==> src/rtl/counter_run_arbiter_if.sv <==
// Request/grant bundle between soft-logic clients and the shared interval counter.
// The client side (master) drives requests and abort; the arbiter (slave) drives
// the accept/done pulses and the live counter status.
interface counter_run_arbiter_if #(
  parameter int NUM_REQ = 4,
  parameter int CNT_W   = 32,
  parameter int EVT_W   = 8
);
  localparam int ID_W = (NUM_REQ > 1) ? $clog2(NUM_REQ) : 1;

  logic [NUM_REQ-1:0]       wReqValid;
  logic [NUM_REQ*CNT_W-1:0] wReqCompare;
  logic                     wAbort;
  logic [NUM_REQ-1:0]       rReqReady;
  logic [NUM_REQ-1:0]       rDone;
  logic                     rBusy;
  logic [ID_W-1:0]          rGrantId;
  logic [CNT_W-1:0]         rCount;
  logic [EVT_W-1:0]         rEvtCount;

  modport master (
    output wReqValid, wReqCompare, wAbort,
    input  rReqReady, rDone, rBusy, rGrantId, rCount, rEvtCount
  );

  modport slave (
    input  wReqValid, wReqCompare, wAbort,
    output rReqReady, rDone, rBusy, rGrantId, rCount, rEvtCount
  );
endinterface

==> src/rtl/counter_run_arbiter.sv <==
// Shares one interval counter between NUM_REQ requesters. A round-robin pick in
// IDLE grants the counter to one requester, RUN counts up to its compare value,
// and DONE pulses that requester's done line and bumps the completed-run count.
module counter_run_arbiter #(
  parameter int NUM_REQ = 4,
  parameter int CNT_W   = 32,
  parameter int EVT_W   = 8
) (
  input  logic                 wClk,
  input  logic                 wRstN,
  counter_run_arbiter_if.slave bus
);
  localparam int ID_W = (NUM_REQ > 1) ? $clog2(NUM_REQ) : 1;

  typedef enum logic [1:0] {
    IDLE = 2'd0,
    RUN  = 2'd1,
    DONE = 2'd2
  } state_t;

  state_t           state;
  logic [ID_W-1:0]  rrPtr;
  logic [ID_W-1:0]  pick;
  logic [ID_W-1:0]  scanIdx;
  logic             anyReq;
  logic             lastCycle;
  logic [CNT_W-1:0] cmpLatch;
  logic [CNT_W-1:0] pickCmp;

  // Next requester index, wrapping modulo NUM_REQ (NUM_REQ need not be a power of two).
  function automatic logic [ID_W-1:0] wrapInc(input logic [ID_W-1:0] v);
    return (v == ID_W'(NUM_REQ - 1)) ? '0 : v + ID_W'(1);
  endfunction

  function automatic logic [NUM_REQ-1:0] oneHot(input logic [ID_W-1:0] idx);
    return NUM_REQ'(1) << idx;
  endfunction

  // Round-robin search: first valid request at or after the pointer, wrapping.
  always_comb begin
    anyReq  = 1'b0;
    pick    = rrPtr;
    scanIdx = rrPtr;
    for (int k = 0; k < NUM_REQ; k++) begin
      if (!anyReq && bus.wReqValid[scanIdx]) begin
        anyReq = 1'b1;
        pick   = scanIdx;
      end
      scanIdx = wrapInc(scanIdx);
    end
  end

  // Compare value of the requester being picked this cycle.
  always_comb begin
    pickCmp = '0;
    for (int i = 0; i < NUM_REQ; i++) begin
      if (pick == ID_W'(i)) pickCmp = bus.wReqCompare[i*CNT_W +: CNT_W];
    end
  end

  // Final RUN cycle: a compare of 0 or 1 still gives exactly one RUN cycle.
  always_comb begin
    lastCycle = (cmpLatch <= CNT_W'(1)) || (bus.rCount == cmpLatch - CNT_W'(1));
  end

  // Grant/run/done controller with all outputs registered.
  always_ff @(posedge wClk or negedge wRstN) begin
    if (!wRstN) begin
      state         <= IDLE;
      rrPtr         <= '0;
      cmpLatch      <= '0;
      bus.rReqReady <= '0;
      bus.rDone     <= '0;
      bus.rBusy     <= 1'b0;
      bus.rGrantId  <= '0;
      bus.rCount    <= '0;
      bus.rEvtCount <= '0;
    end else begin
      bus.rReqReady <= '0;
      bus.rDone     <= '0;
      case (state)
        IDLE: begin
          if (anyReq) begin
            cmpLatch      <= pickCmp;
            bus.rGrantId  <= pick;
            rrPtr         <= wrapInc(pick);
            bus.rReqReady <= oneHot(pick);
            bus.rCount    <= '0;
            bus.rBusy     <= 1'b1;
            state         <= RUN;
          end
        end
        RUN: begin
          // Abort wins over completion in the same cycle.
          if (bus.wAbort) begin
            bus.rCount <= '0;
            bus.rBusy  <= 1'b0;
            state      <= IDLE;
          end else if (lastCycle) begin
            bus.rDone     <= oneHot(bus.rGrantId);
            bus.rEvtCount <= bus.rEvtCount + EVT_W'(1);
            state         <= DONE;
          end else begin
            bus.rCount <= bus.rCount + CNT_W'(1);
          end
        end
        DONE: begin
          bus.rCount <= '0;
          bus.rBusy  <= 1'b0;
          state      <= IDLE;
        end
        default: begin
          bus.rCount <= '0;
          bus.rBusy  <= 1'b0;
          state      <= IDLE;
        end
      endcase
    end
  end
endmodule
==> src/flat_wrapper.sv <==
// flat-port wrapper written by rule: the top's interface ports become plain ports
module counter_run_arbiter_flat 
#(
  parameter int NUM_REQ = 4,
  parameter int CNT_W   = 32,
  parameter int EVT_W   = 8
)
  (wClk, wRstN, bus_wReqValid, bus_wReqCompare, bus_wAbort, bus_rReqReady, bus_rDone, bus_rBusy, bus_rGrantId, bus_rCount, bus_rEvtCount);
  counter_run_arbiter_if #(.NUM_REQ(NUM_REQ), .CNT_W(CNT_W), .EVT_W(EVT_W)) bus_i ();
  input  logic wClk;
  input  logic wRstN;
  input wire logic [$bits(bus_i.wReqValid)-1:0] bus_wReqValid;
  input wire logic [$bits(bus_i.wReqCompare)-1:0] bus_wReqCompare;
  input wire logic [$bits(bus_i.wAbort)-1:0] bus_wAbort;
  output wire logic [$bits(bus_i.rReqReady)-1:0] bus_rReqReady;
  output wire logic [$bits(bus_i.rDone)-1:0] bus_rDone;
  output wire logic [$bits(bus_i.rBusy)-1:0] bus_rBusy;
  output wire logic [$bits(bus_i.rGrantId)-1:0] bus_rGrantId;
  output wire logic [$bits(bus_i.rCount)-1:0] bus_rCount;
  output wire logic [$bits(bus_i.rEvtCount)-1:0] bus_rEvtCount;
  assign bus_i.wReqValid = bus_wReqValid;
  assign bus_i.wReqCompare = bus_wReqCompare;
  assign bus_i.wAbort = bus_wAbort;
  assign bus_rReqReady = bus_i.rReqReady;
  assign bus_rDone = bus_i.rDone;
  assign bus_rBusy = bus_i.rBusy;
  assign bus_rGrantId = bus_i.rGrantId;
  assign bus_rCount = bus_i.rCount;
  assign bus_rEvtCount = bus_i.rEvtCount;
  counter_run_arbiter #(.NUM_REQ(NUM_REQ), .CNT_W(CNT_W), .EVT_W(EVT_W)) u_core (.wClk(wClk), .wRstN(wRstN), .bus(bus_i));
endmodule
==> config.mk <==
export PLATFORM = sky130hd
export DESIGN_NAME = counter_run_arbiter_flat
export DESIGN_NICKNAME = d
export VERILOG_FILES = /design/src/rtl/counter_run_arbiter_if.sv /design/src/rtl/counter_run_arbiter.sv /design/src/flat_wrapper.sv
export SDC_FILE = /design/constraint.sdc
export NUM_CORES = 1
export LEC_CHECK = 0
export ABC_AREA = 0
export CAP_MARGIN = 20
export CORE_MARGIN = 2
export CORE_UTILIZATION = 35
export DETAILED_ROUTE_END_ITERATION = 10
export SYNTH_ARGS = -nofsm -noshare
export SYNTH_HDL_FRONTEND = slang
export SYNTH_SLANG_ARGS = --single-unit
==> constraint.sdc <==
create_clock -name wClk -period 3.4 [get_ports wClk]
set_input_delay 0.68 -clock wClk [delete_from_list [all_inputs] [get_ports wClk]]
set_output_delay 0.68 -clock wClk [all_outputs]
set_load 0.03 [all_outputs]
==> results.md, run 1 <==
- Slew Viols, Final: 0
- Final WS setup: -0.0456 ns
- Post-synth ARST share: 100%
- Die H: 140 microns
- Cell mode on critical path: nor2_4
- Global route overflow: 0
- Mean Syn Cell Area: between 8 and 9 sq um
- Via density: ~5.5
- Die X: ~140 microns
- Met1 usage: 29.9%
- Max-cap violations: 0
- WS Path Type: register to register
- Number of synthesized flops with an enable pin: 0
- R2R depth: 18
- Largest stage delay, worst path: between 0.5 and 0.6 ns
- Worst relative slew slack: roughly 60%
- DRT antenna net count: 0
- Clk Latency, worst-skew pair: around 0.35 ns
- RSZ-0062 raised after global routing: true
- Ys flop type: dfrtp_1
- Pwr dens: around 1100 mW/mm^2
- Clock buffer depth: 2
- Met3 global-route usage: around 4%
- Share of layout cells above drive strength 1: between 20% and 30%
- Synthesized instance count: around 780
- LEAKAGE: between 4 and 5 nW
- Die ar.: between 0.015 and 0.02 sq mm
- Mapped cell area: roughly 0.0065 sq mm
- Synth area leader: dfrtp_1
- Clk slew on worst S/H paths: 0.07 ns
- Row count: between 40 and 50
- Setup Skew: 0.00913 ns
- Max Freq: roughly 0.29 GHz
- Met2 Track Usage GR: a little over a third
- Synth area leaders: dfrtp_1 (34%), o21ai_0 (6.7%), a221o_1 (5.0%)
- TritonRoute pass-1 iters: 4
- Measured slew at the worst slew-check pin: about 0.58 ns
- Synth warn: 0
- Startpoint Class: register
- Setup TNS: -0.0568 ns
- IO Count: about 190
- Initial antenna violation count: 0
- First-pass GRT wire length: 34,300 microns
- CP max FO: 6
- Most frequent cells in the layout: clkdlybuf4s50_1 (180), buf_4 (93), dfrtp_1 (84), nand2_1 (75), nor2_1 (71)
- Largest net degree at the start of global routing: between 60 and 70
- Area share of the largest cell type after synthesis: between 30 and 40%
- Hold WC Path Type: input port to async pin
- Gr busiest metal: met2
- Gr usage total: between 20% and 30%
- DRT iter0 DRCs: around 380
- Status: complete, but fails checks
- Final net count: ~1,200
- Arrival time at the worst endpoint: 3.67 ns
- Sequential area share after synthesis: between 30% and 40%
- Failing checks: negative setup slack
- Clock root cell: clkbuf_16
- Critical path endpoint category: register
- Drt drc: 0
- RR Endpoint: u_core.cmpLatch[8]$_DFFE_PN0P_
- IO buf count: about 190
- Number of global-route vias before repair: between 6,000 and 7,000
- Diode count: 0
- Max VDD drop: 0.869 mV
- Reg2Reg Launch Point: u_core.rrPtr[0]$_DFFE_PN0P_
- CP top delay family: compound AO/OA/AOI/OAI gates
- Hold buffers post-CTS: 0
- Routability cong.: about 0.88
- CTS Buf Count: 9
- Final hold violations: 0
- Flop-to-flop setup slack: -0.05 ns
- CTS tree: yes
- Via count: ~7,000
- Synth cell types: 73
- Core ar.: 0.0180 sq mm
- #FFs+latches synth: 87
- DP HPWL: ~17,000 microns
- Slowest CP cell: mux4_2
- Buffer and inverter count on the worst path: 5
- Post-Syn Nets: about 930
- Min cycle time layout: between 3 and 4 ns
- Most common cell after layout, fill and taps aside: clkdlybuf4s50_1
- Final setup viols: 3
- CTS sink count: between 80 and 90
- WL final: approximately 22,000 microns
- CP Data Required Time: 3.63 ns
- Worst-path cell chain: ha_4, nor2_4, buf_6, mux4_2, nor2_4, a31oi_4, a2bb2oi_4, buf_4, ha_4, inv_4, nor2_4, buf_6, buf_16, a221o_1, o21ai_0, nor2_1, a21oi_1, o21ai_0
- Routed WL per cell: 17.3 microns
- WHS: between 0.3 and 0.4 ns
- Initial core utilization: about 36%
- Tcrit/Tclk final: 101%
- Layout area overhead: 57.7%
- H-tree depth reported by CTS: 3
sequential cells by signal, summed over array words and instances, names as in the netlist:
name and flops:
u_core.bus.rDone 4, u_core.bus.rEvtCount 8, u_core.bus.rReqReady 4, u_core.rrPtr 2
u_core.state 2, u_core.cmpLatch 32, u_core.bus.rGrantId 2, u_core.bus.rBusy 1
u_core.bus.rCount 32
worst reg2reg max path, stage by stage (launching register included):
cell	delay [ns]
dfrtp_2	0.45
ha_4	0.19
nor2_4	0.19
buf_6	0.12
mux4_2	0.53
nor2_4	0.18
a31oi_4	0.11
a2bb2oi_4	0.16
buf_4	0.15
ha_4	0.16
inv_4	0.06
nor2_4	0.05
buf_6	0.12
buf_16	0.13
a221o_1	0.28
o21ai_0	0.07
nor2_1	0.06
a21oi_1	0.20
o21ai_0	0.10
area by class of cell:
class | count | area, sq um
clock inverters | 7 | 80.1
multi-input cells | 630 | 4330
fillers | 1699 | 7840
repair buffers | 304 | 3030
clock buffers | 9 | 225
flip-flops and latches | 87 | 2180
well taps | 229 | 287
inverters | 14 | 55.1
power breakdown:
part / switching (W) / leakage (nW) / internal, W
combinational: 0.00424 / 2.78 / 0.00425
sequential: 0.000344 / 1.15 / 0.00128
clock: 0.000454 / 0.143 / 0.000579
total: 0.00504 / 4.07 / 0.00611
cells in the mapped netlist (all sizes together), types with 6 or more instances:
library cell	number
nor2	77
nor3	20
inv	14
nor3b	6
dfrtp	87
nand3	17
a21oi	62
and3	12
or4	15
nor4	18
ha	9
or2	10
a211oi	7
a221o	32
buf	11
xnor2	22
nand2	78
nand4	20
clkbuf	41
o21ai	89
or3	21
o31ai	15
xor2	27
logic make-up after synthesis:
group / count (synthesis) / share of synthesized area, %
and+or+nand+nor: 321 / 26.9
AOI/OAI and AO/OA: 239 / 24.0
DFF: 87 / 33.7
buffers and inverters: 66 / 4.67
xor gates and xnor gates: 49 / 6.64
muxes: 12 / 2.34
adders and majority gates: 9 / 1.74
layer usage:
metal / up-vias / share of wire [%]
met1: 3261 / 45
li1: 3470 / -
met2: 255 / 46
met4: 0 / 1.9
met5: - / 0
met3: 28 / 6.7
stage by stage:
step	power, W	cells	utilization (%)	setup WS (ns)	area (sq um)
final	0.0112	1280	56.5	-0.0456	10200
after global routing	0.0121	1280	56.5	-0.173	10200
after CTS	0.0101	1262	54.1	-0.00384	9740
after detailed placement	0.00815	1236	51.0	-0.603	9190
after global placement	0.00811	1236	51.0	-0.529	9190
after floorplan	0.00576	783	-	0.0281	6470
repair_timing:
item	4_1_cts	5_1_grt
endpoints found under the setup margin	39	71
gates cloned	2	5
resized for setup	39	91
pin swaps	13	41
setup buffers	8	15
how the worst max path moves through the flow:
stage                           startpoint                               to  slack (ns)  depth (start not counted)
3_5_place_dp              bus_wReqValid[3]  u_core.cmpLatch[23]$_DFFE_PN0P_       -0.60                         16
2_1_floorplan             bus_wReqValid[3]   u_core.cmpLatch[0]$_DFFE_PN0P_        0.03                         15
5_1_grt        u_core.rrPtr[0]$_DFFE_PN0P_   u_core.cmpLatch[6]$_DFFE_PN0P_       -0.17                         19
4_1_cts        u_core.rrPtr[0]$_DFFE_PN0P_  u_core.cmpLatch[23]$_DFFE_PN0P_      -0.004                         19
3_3_place_gp              bus_wReqValid[3]  u_core.cmpLatch[23]$_DFFE_PN0P_       -0.53                         16
6_report       u_core.rrPtr[0]$_DFFE_PN0P_   u_core.cmpLatch[8]$_DFFE_PN0P_       -0.05                         18
Power figures use the tool's default switching activity.
==> run 2: changes to the inputs <==
Clock period 3.4 ns to 3.06 ns, I/O delays scaled along.
==> run 2 against run 1 <==
  * Die area did not move
  * Clock-buffer cell count rose by 2
  * Register-to-register slack got worse by 0.21 ns
  * Global-route usage rose by 2.6 points
  * The run still ends with negative setup slack left
  * Clock skew rose by 0.00092 ns
==> results.md, run 2 (synthesis gave the netlist of run 1 again) <==
- Startpoint Class: register
- Via density: around 5.5
- Max VDD drop: between 1 and 1.5 mV
- Largest net degree at the start of global routing: between 60 and 70
- Die X: roughly 140 microns
- Setup Skew: roughly 0.01 ns
- Core ar.: approximately 0.018 sq mm
- Diode count: 0
- Pwr dens: roughly 1200 mW/mm^2
- Post-route cell area: between 0.01 and 0.015 sq mm
- H-tree depth reported by CTS: 3
- Most frequent cells in the layout: clkdlybuf4s50_1 (180), buf_4 (167), dfrtp_1 (82), nand2_1 (74), nor2_1 (68)
- Final hold violations: 0
- CTS tree: yes
- Worst relative slew slack: around 50%
- Max Freq: between 0.3 and 0.4 GHz
- First-pass GRT wire length: around 38,000 microns
- CTS sink count: between 80 and 90
- DR WL met3: 1320 microns
- Setup crit start: u_core.cmpLatch[0]$_DFFE_PN0P_
- Post-DP Area: ~0.0096 sq mm
- Largest stage delay, worst path: 0.38 ns
- Most common cell after layout, fill and taps aside: clkdlybuf4s50_1
- Dpl cells: 1,282
- Global route overflow: 0
- Slowest CP cell: dfrtp_1
- WL final: 25,600 microns
- Clock root cell: clkbuf_16
- Wire length on met2: between 10,000 and 15,000 microns
- Status: complete, but fails checks
- Met1 wire length: 10,900 microns
- CP Data Required Time: 3.34 ns
- Buffer and inverter count on the worst path: 23
- CP top delay family: buffers and inverters
- Via count: ~7,600
- Final setup viols: 67
- Worst-path cell chain: inv_2, buf_4, buf_4, buf_4, buf_4, buf_4, buf_4, buf_4, buf_4, buf_4, buf_4, buf_4, buf_4, buf_4, buf_4, buf_4, buf_4, buf_4, buf_4, buf_4, buf_4, buf_4, buf_4, a21oi_1
- IO Count: approximately 190
- DR top layer: met4
- Arrival time at the worst endpoint: around 3.6 ns
- Routed WL per cell: ~19 microns
- DP HPWL: roughly 18,000 microns
- Gr usage total: between 20% and 30%
- Hold buffers post-CTS: 0
- Layout area overhead: 79.5%
- Failing checks: negative setup slack
- WS Path Type: register to register
- Final WS setup: -0.252 ns
- Hold WC Path Type: input port to async pin
- Post-route insts no fill: between 1,000 and 1,500
- LEAKAGE: a little under 5 nW
- Tcrit/Tclk final: 108%
- TritonRoute pass-1 iters: 4
- RSZ-0062 raised after global routing: true
- Post-place setup slack: -1.01 ns
- Max-cap violations: 0
- Largest regs: u_core.bus.rCount (32), u_core.cmpLatch (32), u_core.bus.rEvtCount (8)
- Measured slew at the worst slew-check pin: 0.746 ns
- WHS: between 0.3 and 0.4 ns
- Clk slew on worst S/H paths: around 0.070 ns
- Clk Latency, worst-skew pair: between 0.3 and 0.4 ns
- Share of layout cells above drive strength 1: ~36%
- DRT iter0 DRCs: about 450
- Initial core utilization: between 30% and 40%
- Initial antenna violation count: 0
- Cell mode on critical path: buf_4
- Row count: between 40 and 50
- Clock buffer depth: 2
- Drt drc: 0
- Min cycle time layout: around 3.3 ns
- Fill count: 1,518
- Routability cong.: about 0.95
- CTS Buf Count: 9
- CP max FO: 2
- Critical path endpoint category: register
- DRT antenna net count: 0
- Die H: between 100 and 150 microns
- Final net count: around 1,300
- IO buf count: 185
- Slew Viols, Final: 0
- Die ar.: 0.0196 sq mm
- Number of global-route vias before repair: between 7,000 and 8,000
- Reg2Reg Launch Point: u_core.cmpLatch[0]$_DFFE_PN0P_
==> run 2: changes by cell type in the layout (fill, tap and decap cells not counted), sizes merged <==
cell / previous run / this run
buf: 114 / 208
o41ai: 4 / 5
clkinvlp: 2 / 1
clkinv: 1 / 3
nor2: 77 / 78
inv: 17 / 14
clkbuf: 15 / 17
==> run 2: worst paths after layout <==
check	end	slack, ns	cells past startpoint
max	u_core.cmpLatch[0]$_DFFE_PN0P_	-0.25	24
min	u_core.bus.rCount[26]$_DFFE_PN0P_	0.32	1
max reg2reg	u_core.cmpLatch[0]$_DFFE_PN0P_	-0.25	24
min reg2reg	u_core.bus.rEvtCount[7]$_DFFE_PN0P_	0.47	1
max in group asynchronous	u_core.cmpLatch[10]$_DFFE_PN0P_	2.09	2
min in group wClk	u_core.bus.rEvtCount[7]$_DFFE_PN0P_	0.47	1
==> run 2: stage by stage <==
stage | setup TNS (ns) | total power, W | utilization (%)
after global routing | -20.28 | 0.0149 | 64.3
after global placement | -37.52 | 0.00944 | 53.0
final | -10.87 | 0.0139 | 64.3
after floorplan | -4.80 | 0.00673 | -
after CTS | -7.02 | 0.0124 | 59.9
after detailed placement | -38.78 | 0.00952 | 53.0
==> run 2: what timing repair did <==
action / in CTS / in global routing
gates resized for setup: 116 / 149
endpoints found under the setup margin: 74 / 77
setup buffers: 48 / 25
pin swaps: 81 / 100
gates cloned: 7 / 4
==> run 2: layout make-up <==
type	count	area, sq um	area share, %
Multi-Input combinational cell	632	4930	42.5
Timing Repair Buffer	398	3830	33.0
Sequential cell	87	2180	18.8
Tap cell	229	287	2.47
Clock buffer	11	243	2.09
Inverter	14	67.6	0.583
Clock inverter	5	56.3	0.486
==> run 2: layer usage <==
layer | vias up | track usage, %
li1 | 3660 | -
met3 | 32 | 3.68
met1 | 3641 | 32.6
met2 | 221 | 41.2
met5 | - | 0
met4 | 0 | 6.84
==> run 2: where the power goes <==
group / total, W / leakage (nW) / internal, W / switching, W
combinational: 0.0110 / 3.55 / 0.00563 / 0.00534
clock: 0.00114 / 0.146 / 0.000656 / 0.000486
sequential: 0.00179 / 1.15 / 0.00143 / 0.000365
